--- src/rtl/cpu_pkg.sv ---
// Shared constants for the core front end: data widths, the reset fetch
// address and the fetch-unit state encoding.
package cpu_pkg;

    localparam int INSTR_W = 32;
    localparam int ADDR_W  = 32;

    localparam logic [ADDR_W-1:0] RESET_PC_DEFAULT = 32'h0000_3000;

    localparam logic [1:0] ST_BOOT  = 2'd0;
    localparam logic [1:0] ST_RUN   = 2'd1;
    localparam logic [1:0] ST_WAIT  = 2'd2;
    localparam logic [1:0] ST_FAULT = 2'd3;

    function automatic logic addr_misaligned(input logic [1:0] lsb);
        return lsb != 2'b00;
    endfunction

endpackage

--- src/rtl/ifetch_pc_npc_sel.sv ---
// Redirect target select (jr > branch > jump) with the word-alignment check
// applied to jr and branch targets.
module npc_sel
    import cpu_pkg::*;
(
    input  logic [ADDR_W-1:0] id_pc4,
    input  logic [15:0]       br_imm,
    input  logic [27:0]       jump_target28,
    input  logic [ADDR_W-1:0] jr_target,
    input  logic              jr,
    input  logic              br_taken,
    input  logic              jump,
    output logic              take,
    output logic [ADDR_W-1:0] target,
    output logic              misaligned
);

    logic [ADDR_W-1:0] br_target;

    assign br_target = id_pc4 + {{14{br_imm[15]}}, br_imm, 2'b00};
    assign take      = jr | br_taken | jump;

    always_comb begin
        target     = {id_pc4[31:28], jump_target28};
        misaligned = 1'b0;
        if (jr) begin
            target     = jr_target;
            misaligned = addr_misaligned(jr_target[1:0]);
        end else if (br_taken) begin
            target     = br_target;
            misaligned = addr_misaligned(br_target[1:0]);
        end
    end

endmodule

--- src/rtl/ifetch_pc.sv ---
// Instruction-fetch PC unit: next-PC selection, req/ack instruction-memory
// port and the valid/ready output register feeding decode.
module ifetch_pc
    import cpu_pkg::*;
#(
    parameter logic [ADDR_W-1:0] RESET_PC = RESET_PC_DEFAULT
) (
    input  logic               clk,
    input  logic               rst_n,
    input  logic               stall,
    input  logic [ADDR_W-1:0]  id_pc4,
    input  logic               br_taken,
    input  logic [15:0]        br_imm,
    input  logic               jump,
    input  logic [27:0]        jump_target28,
    input  logic               jr,
    input  logic [ADDR_W-1:0]  jr_target,
    output logic               imem_req,
    output logic [ADDR_W-1:0]  imem_addr,
    input  logic               imem_ack,
    input  logic [INSTR_W-1:0] imem_rdata,
    output logic               if_valid,
    output logic [INSTR_W-1:0] if_instr,
    output logic [ADDR_W-1:0]  if_pc4,
    input  logic               if_ready,
    output logic               fault
);

    logic [1:0]        state;
    logic [ADDR_W-1:0] pc;
    logic [ADDR_W-1:0] pc_plus4;
    logic              pend_valid;
    logic [ADDR_W-1:0] pend_target;
    logic              pend_bad;

    logic              take;
    logic              redirect;
    logic [ADDR_W-1:0] target;
    logic              misaligned;
    logic              outstanding;
    logic              load_out;
    logic              active;

    npc_sel u_npc_sel (
        .id_pc4        (id_pc4),
        .br_imm        (br_imm),
        .jump_target28 (jump_target28),
        .jr_target     (jr_target),
        .jr            (jr),
        .br_taken      (br_taken),
        .jump          (jump),
        .take          (take),
        .target        (target),
        .misaligned    (misaligned)
    );

    assign redirect    = take & ~stall;
    assign pc_plus4    = pc + 32'd4;
    assign imem_addr   = pc;
    assign fault       = (state == ST_FAULT);
    assign active      = (state == ST_RUN) || (state == ST_WAIT);
    assign outstanding = imem_req & ~imem_ack;

    // A response is only kept when no redirect (same-cycle or pending) has made it wrong-path.
    assign load_out = imem_req & imem_ack & ~redirect &
                      ((state == ST_RUN) || ((state == ST_WAIT) && !pend_valid));

    always_comb begin
        imem_req = 1'b0;
        case (state)
            ST_RUN:  imem_req = ~stall & (~if_valid | if_ready);
            ST_WAIT: imem_req = 1'b1;
            default: imem_req = 1'b0;
        endcase
    end

    always_ff @(posedge clk or negedge rst_n) begin
        if (!rst_n) begin
            state       <= ST_BOOT;
            pc          <= RESET_PC;
            pend_valid  <= 1'b0;
            pend_target <= '0;
            pend_bad    <= 1'b0;
        end else begin
            case (state)
                ST_BOOT: state <= ST_RUN;
                ST_RUN: begin
                    if (redirect) begin
                        // An unacknowledged request must be held, so park the target.
                        if (outstanding) begin
                            pend_valid  <= 1'b1;
                            pend_target <= target;
                            pend_bad    <= misaligned;
                            state       <= ST_WAIT;
                        end else if (misaligned) begin
                            state <= ST_FAULT;
                        end else begin
                            pc <= target;
                        end
                    end else if (imem_req) begin
                        if (imem_ack) pc <= pc_plus4;
                        else          state <= ST_WAIT;
                    end
                end
                ST_WAIT: begin
                    if (imem_ack) begin
                        pend_valid <= 1'b0;
                        state      <= ST_RUN;
                        if (redirect) begin
                            if (misaligned) state <= ST_FAULT;
                            else            pc    <= target;
                        end else if (pend_valid) begin
                            if (pend_bad) state <= ST_FAULT;
                            else          pc    <= pend_target;
                        end else begin
                            pc <= pc_plus4;
                        end
                    end else if (redirect) begin
                        pend_valid  <= 1'b1;
                        pend_target <= target;
                        pend_bad    <= misaligned;
                    end
                end
                default: state <= ST_FAULT;
            endcase
        end
    end

    always_ff @(posedge clk or negedge rst_n) begin
        if (!rst_n) begin
            if_valid <= 1'b0;
            if_instr <= '0;
            if_pc4   <= '0;
        end else if (state == ST_FAULT) begin
            if_valid <= 1'b0;
        end else if (load_out) begin
            if_valid <= 1'b1;
            if_instr <= imem_rdata;
            if_pc4   <= pc_plus4;
        end else if (active && redirect) begin
            if_valid <= 1'b0;
        end else if (if_valid && if_ready) begin
            if_valid <= 1'b0;
        end
    end

endmodule

--- config.mk ---
export PLATFORM = sky130hd
export DESIGN_NAME = ifetch_pc
export DESIGN_NICKNAME = d
export VERILOG_FILES = /design/src/rtl/cpu_pkg.sv /design/src/rtl/ifetch_pc_npc_sel.sv /design/src/rtl/ifetch_pc.sv
export SDC_FILE = /design/constraint.sdc
export NUM_CORES = 1
export LEC_CHECK = 0
export ABC_AREA = 1
export CAP_MARGIN = 15
export CORE_AREA = 2 2 148 150
export CTS_CLUSTER_DIAMETER = 30
export DETAILED_ROUTE_END_ITERATION = 16
export DIE_AREA = 0 0 150 152
export GPL_TIMING_DRIVEN = 0
export PLACE_DENSITY_LB_ADDON = 0.2
export SYNTH_ARGS = -nofsm -noshare
export SYNTH_HDL_FRONTEND = slang
export SYNTH_SLANG_ARGS = --single-unit
--- constraint.sdc ---
create_clock -name clk -period 1.9 [get_ports clk]
set_input_delay 0.285 -clock clk [delete_from_list [all_inputs] [get_ports clk]]
set_output_delay 0.285 -clock clk [all_outputs]
set_load 0.005 [all_outputs]
# Word-level counts from Yosys, hierarchy flattened
# Index checks and enable logic that the tools add are counted.
[totals]
register_bits = 133
latchBits = 0
ram_bits = 0
romBits = 0
output_inout_bits = 99
elab_cells = 100
n_memories = 0
[classes]
n_addsub = 2
multipliers = 0
div = 0
magnitude_cmp = 0
n_eq_ne = 15
n_shift = 0
mux = 45
n_bitwise = 14
n_reduce_logical = 16
[op_table]
columns = ["cell", "count"]
rows = [
  ["$mux W32", 15],
  ["$pmux W32 S2", 2],
  ["$add A32 B3 Y32 const B", 1],
  ["$add A32 B32 Y32", 1],
  ["$mux W2", 10],
  ["$ne A3 B3 Y1 const B", 5],
  ["$mux W1", 14],
  ["$ne A2 B2 Y1 const B", 5],
  ["$ne A4 B4 Y1 const B", 2],
  ["$reduce_and A4 Y1", 2],
  ["$and A1 B1 Y1", 6],
  ["$pmux W1 S2", 3],
  ["$pmux W2 S3", 1],
  ["$reduce_and A6 Y1", 1],
  ["$reduce_bool A2 Y1", 3],
  ["$not A1 Y1", 5],
  ["$reduce_and A5 Y1", 1],
  ["$eq A2 B2 Y1 const B", 2],
  ["$reduce_bool A4 Y1", 1],
  ["$logic_and A1 B1 Y1", 3],
  ["$or A1 B1 Y1", 3],
  ["$eq A2 B1 Y1 const B", 1],
  ["$logic_not A2 Y1", 1],
  ["$logic_or A1 B1 Y1", 2],
  ["2 further kinds", 2],
]

# Depth between registers and ports, before layout
# Gate-level depths: netlist of the first run.
[logic_depth]
depth_word = 9
depth_mapped = 15
mapped_depth_nobuf = 15

# Cells and area by module
# Synthesis of the first run repeated with hierarchy kept, for this count alone.
[hier_totals]
cells_unflattened = 1559
area_unflattened_um2 = 9811.9
[modules_own_cells]
columns = ["module", "n_inst", "cells_each", "area_each_um2", "seq_area_each_um2"]
rows = [
  ["ifetch_pc", 1, 998, 7039.3, 3330.7],
  ["npc_sel", 1, 561, 2772.7, 0.0],
]

# Worst setup path before layout of the first run
# OpenSTA, ideal clock, no wires.
[synth_path]
path_kind = "input-to-reg"
start = "input port id_pc4[2]"
end = "register pc[18], in the netlist imem_addr[18]"
t_arrival_ns = 1.833
required_time_ns = 1.776
slack_ns = -0.057
cell_stages = 13
n_path_buf = 0
cell_sequence = "ha_1 > fa_1 > nand3_1 > nand3_1 > nand2_1 > nand2_1 > nand2_1 > nand2_1 > xor2_1 > o21ai_0 > nand2_1 > nand2_1 > a21oi_1"
[synth_via]
elab_chain_len = 7
word_cells_on_any_way = 9
classes_between = "add/sub: 1; mux: 8"
[synth_rtl]
columns = ["element", "line_no", "text"]
rows = [
  ["start, declared", "ifetch_pc.sv:11", "input logic [ADDR_W-1:0] id_pc4,"],
  ["$add A32 B32 Y32 *", "ifetch_pc_npc_sel.sv:20", "assign br_target = id_pc4 + {{14{br_imm[15]}}, br_imm, 2'b00};"],
  ["$mux W32 *", "ifetch_pc_npc_sel.sv:29", "end else if (br_taken) begin"],
  ["$mux W32 *", "ifetch_pc_npc_sel.sv:26", "if (jr) begin"],
  ["$mux W32 *", "ifetch_pc.sv:95, ifetch_pc.sv:110", ""],
  ["$mux W32 (on tied branches)", "ifetch_pc.sv:109, ifetch_pc.sv:90", ""],
  ["$mux W32 (on tied branches)", "ifetch_pc.sv:106, ifetch_pc.sv:88", ""],
  ["$pmux W32 S2 *", "ifetch_pc.sv:85", "case (state)"],
  ["end signal, assigned", "ifetch_pc.sv:98", "pc <= target;"],
  ["end signal, assigned", "ifetch_pc.sv:111", "else pc <= target;"],
  ["end signal, assigned", "ifetch_pc.sv:114", "else pc <= pend_target;"],
  ["end, declared", "ifetch_pc.sv:30", "logic [ADDR_W-1:0] pc;"],
]
# Mark *: on every way between the ends. The rest lies on a longest branch, timed or not. The select of a mux whose other input is x is not followed.
# A chain may end at the register's enable or synchronous reset.

# Final worst setup path of the first run
[layout_path]
start = "register state[0]"
end = "register pc[21], in the netlist imem_addr[21]"
[layout_via]
elab_chain_len = 5
word_cells_on_any_way = 12
classes_between = "eq/ne: 7; mux: 2; bitwise: 1; reduce/logical: 2"
[layout_rtl]
columns = ["element", "line_no", "text"]
rows = [
  ["start, declared", "ifetch_pc.sv:29", "logic [1:0] state;"],
  ["start signal, assigned", "ifetch_pc.sv:79", "state <= ST_BOOT;"],
  ["start signal, assigned", "ifetch_pc.sv:86", "ST_BOOT: state <= ST_RUN;"],
  ["start signal, assigned", "ifetch_pc.sv:94", "state <= ST_WAIT;"],
  ["$eq A2 B2 Y1 / $eq A2 B1 Y1 (equally long branches)", "ifetch_pc.sv:70, ifetch_pc.sv:85", ""],
  ["$pmux W1 S2", "ifetch_pc.sv:70", "case (state)"],
  ["$and A1 B1 Y1", "ifetch_pc.sv:62", "assign outstanding = imem_req & ~imem_ack;"],
  ["$ne A3 B3 Y1 (no source line)", "-", ""],
  ["$reduce_and A6 Y1 (no source line)", "-", ""],
  ["end signal, assigned", "ifetch_pc.sv:98", ""],
  ["end signal, assigned", "ifetch_pc.sv:101", "if (imem_ack) pc <= pc_plus4;"],
  ["end signal, assigned", "ifetch_pc.sv:111", ""],
]
# Parallel ways exist; a longest one is shown, timed or not.

==> impl_metrics.toml, run 1 <==
[outcome]
outcome = "complete, but fails checks"
violations = "setup timing"

[critical_path]
worstPathCellList = "inv_2 -> ha_4 -> inv_2 -> a21oi_4 -> buf_6 -> nor2_4 -> nor2_2 -> nand2_2 -> nor2_4 -> buf_4 -> clkbuf_16 -> nand2_1 -> a21oi_1 -> a21oi_1"
crit_path_top_delay_cell = "dfrtp_1"
crit_type = "reg2reg"
path_delay_family = "buffers and inverters"
worst_setup_path_start_kind = "flop"
cpPeakStageDelay_ps = 400
worst-path-max-fanout = 5
required_ps = 2210
endpoint_kind = "flop"
rrSetupSlack_ps = -240
cp_num_buf_inv = 5
arrival_ps = 2450

[sta]
worst_slew_pin_slew_ps = 677.1
relSlewSlack_pct = 54.86
final.setup.worst_slack_ps = -243.6
hold_violations = 0
rsz0062_at_grt = "true"
finClkSkew_ps = 10.30
fin_crit_sh_pct = 112.8
max_freq_mhz = 466.5
setup_viol_count_final = 130
final.min_clock_period_ps = 2144
slew_viol_final = 0

[logic_synthesis]
ys_warn_count = 0
synth.most_common_cell = "nand2_1"
synthCells = 1466
synthTopCellsByArea = "dfrtp_1, nand2_1, inv_1"
yosys.area.top_type = "dfrtp_1"
netlist.area_leader.share_pct = 34.66
syn_area_um2 = 9458
ys_async_sr_fraction_pct = 100.0
synth_edf_count = 0
synth_ff_type = "dfrtp_1"
synth_common_cells = "nand2_1, inv_1, nor2_1"
syn-mean-instance-area_um2 = 6.451
ys_seq_elements = 133
yosysUniqueCellTypes = 45
syn_nets = 1649
ys_seq_area_share_pct = 35.22

[floorplanning]
die_w_um = 150
rows = 54
ios = 247
fp.dieArea_um2 = 22800
dieHeight_um = 152
core_area_um2 = 21350
start_util_pct = 44.30

[route]
dr_total_vias = 10970
post_drt_wl_per_cell_um = 17.65
routed_wl_um = 36690
drt-initial-drc-count = 674
drtPass1Iterations = 5
routed_via_density = 5.278
ant_nets = 0
drc_errors = 0

[power]
total_power_mw = 8.721
power_density_nw_per_um2 = 571.0
max-vdd-ir-drop_uv = 632.2
p_leak_nw = 7.344

[final_layout]
nets = 1969
diodes = 0
final_core_util_pct = 71.54
syn2layout_area_growth_pct = 61.49
nFillCells = 1680
final_area_um2 = 15270
drive_above_1_share_pct = 23.96

[place]
pre_cts_ws_ps = -1261
gp_congestion = 0.9519
placed_area_um2 = 12330
io_buffer_count = 245
dpl.hpwl_um = 26250

[global_routing]
antenna_found_initial = 0
grt_usage_pct = 30.02
grt.overflow.total = 0
grt_max_degree = 82
grt_pass1_vias = 10490
grt_pass1_wl_um = 54370

[cts]
path_clk_slew_ps = 60
h-tree-depth = 4
clockBufferDepth = 2
cts_tree = "yes"
cts_made_buffers = 17
root_buffer = "clkbuf_16"
clkLatencyLatePin_ps = 420
clock_sinks = 133

[run]
drv_cap = 0

[worst_hold_path]
min_path_type = "in2reg"
power breakdown:
part	switching, mW	total (mW)	leakage, nW	internal, mW
logic	1.13	2.00	5.32	0.873
registers	0.0799	2.99	1.70	2.91
clock network	1.36	3.73	0.324	2.37
total	2.57	8.72	7.34	6.15
repair_timing:
action / in CTS / in global routing
hold buffers: 1 / 0
gates resized for setup: 209 / 273
pin swaps: 32 / 72
buffers inserted: 22 / 20
gates cloned: 6 / 6
endpoints found under the hold margin: 52 / 0
endpoints found under the setup margin: 134 / 135
kinds of logic (layout without fill, tap and decap cells):
family | Yosys count | count (layout) | synth area share (%)
AND/OR/NAND/NOR | 848 | 848 | 35.79
flip-flops | 133 | 133 | 35.22
adder cells (fa/ha/maj) | 35 | 35 | 4.710
XOR/XNOR | 32 | 32 | 2.963
AO/OA/AOI/OAI | 190 | 190 | 11.64
buffers and inverters | 228 | 561 | 9.684
final timing paths:
path | startpoint | endpoint | cells after the start
max | state[0] | imem_addr[21] | 14
min | jr | pend_bad | 4
max reg2reg | state[0] | imem_addr[21] | 14
min reg2reg | if_pc4[15] | if_pc4[15] | 2
max in group asynchronous | rst_n | imem_addr[13] | 3
min in group asynchronous | rst_n | if_instr[30] | 2
cell type report:
class                      instances  area [um^2]  area share (%)
timing repair buffer             300         3087           20.21
buffer                            49        445.4           2.916
tap                              280        350.3           2.294
sequential                       133         3333           21.82
clock buffer                      17        425.4           2.785
multi-input combinational       1105         6671           43.68
clock inverter                    15        244.0           1.597
timing repair inverter             1        16.27          0.1065
inverter                         179        700.7           4.588
cell usage in the layout (no fill, tap or decap), drive strengths merged, types with 4 or more instances in the layout:
master / Yosys / final
inv: 179 / 183
clkdlybuf4s50: 0 / 227
dfrtp: 131 / 131
nand4: 10 / 10
a21oi: 62 / 62
a211oi: 11 / 11
buf: 28 / 81
clkinv: 0 / 5
ha: 34 / 34
o21ai: 65 / 65
dlymetal6s2s: 0 / 10
o21bai: 4 / 4
nor2: 150 / 150
nand3: 63 / 63
nand2: 590 / 590
dlygate4sd2: 0 / 5
o22ai: 20 / 20
bufinv: 0 / 5
xnor2: 7 / 7
xor2: 25 / 25
a22oi: 9 / 9
nor3: 26 / 26
a31oi: 10 / 10
clkbuf: 21 / 42
state kept, by name, indices dropped and copies added, names as in the netlist:
register     cells
imem_addr       32
pend_valid       1
pend_target     32
state            2
if_pc4          32
pend_bad         1
if_valid         1
if_instr        32
tightest hold or removal path: stages:
cell	delay (ps)
buf_2	180
nand2_1	70
nand2_1	100
o21ai_0	90
routing by layer:
layer  wire length [um]  track usage (%)  vias to the layer above  part of all wire, %
met4               1285            11.95                        0                  3.5
met3               2311            4.204                       74                  6.3
met5                  0                0                        -                    0
li1                   -                -                     5283                    -
met2              18360            52.32                      483                   50
met1              14730            37.21                     5134                   40
through the flow:
step,hold slack (ps),std cells,TNS [ps]
finish,342.0,2079,-15460
global route,376.9,2079,-26500
detailed placement,261.6,1992,-80720
CTS,328.1,2053,-4044
global placement,455.9,1991,-711820
floorplan,-10.59,1466,0
(Power assumes the default switching activity.)
==> inputs of run 2 (changes only) <==
--- a/config.mk
+++ b/config.mk
@@ -9,6 +9,7 @@
 export CAP_MARGIN = 15
 export CORE_AREA = 2 2 148 150
 export CTS_CLUSTER_DIAMETER = 30
+export CTS_CLUSTER_SIZE = 14
 export DETAILED_ROUTE_END_ITERATION = 16
 export DIE_AREA = 0 0 150 152
 export GPL_TIMING_DRIVEN = 0
==> results of run 2 <==
The final DEF is identical to that of run 1; final timing and power are the same.
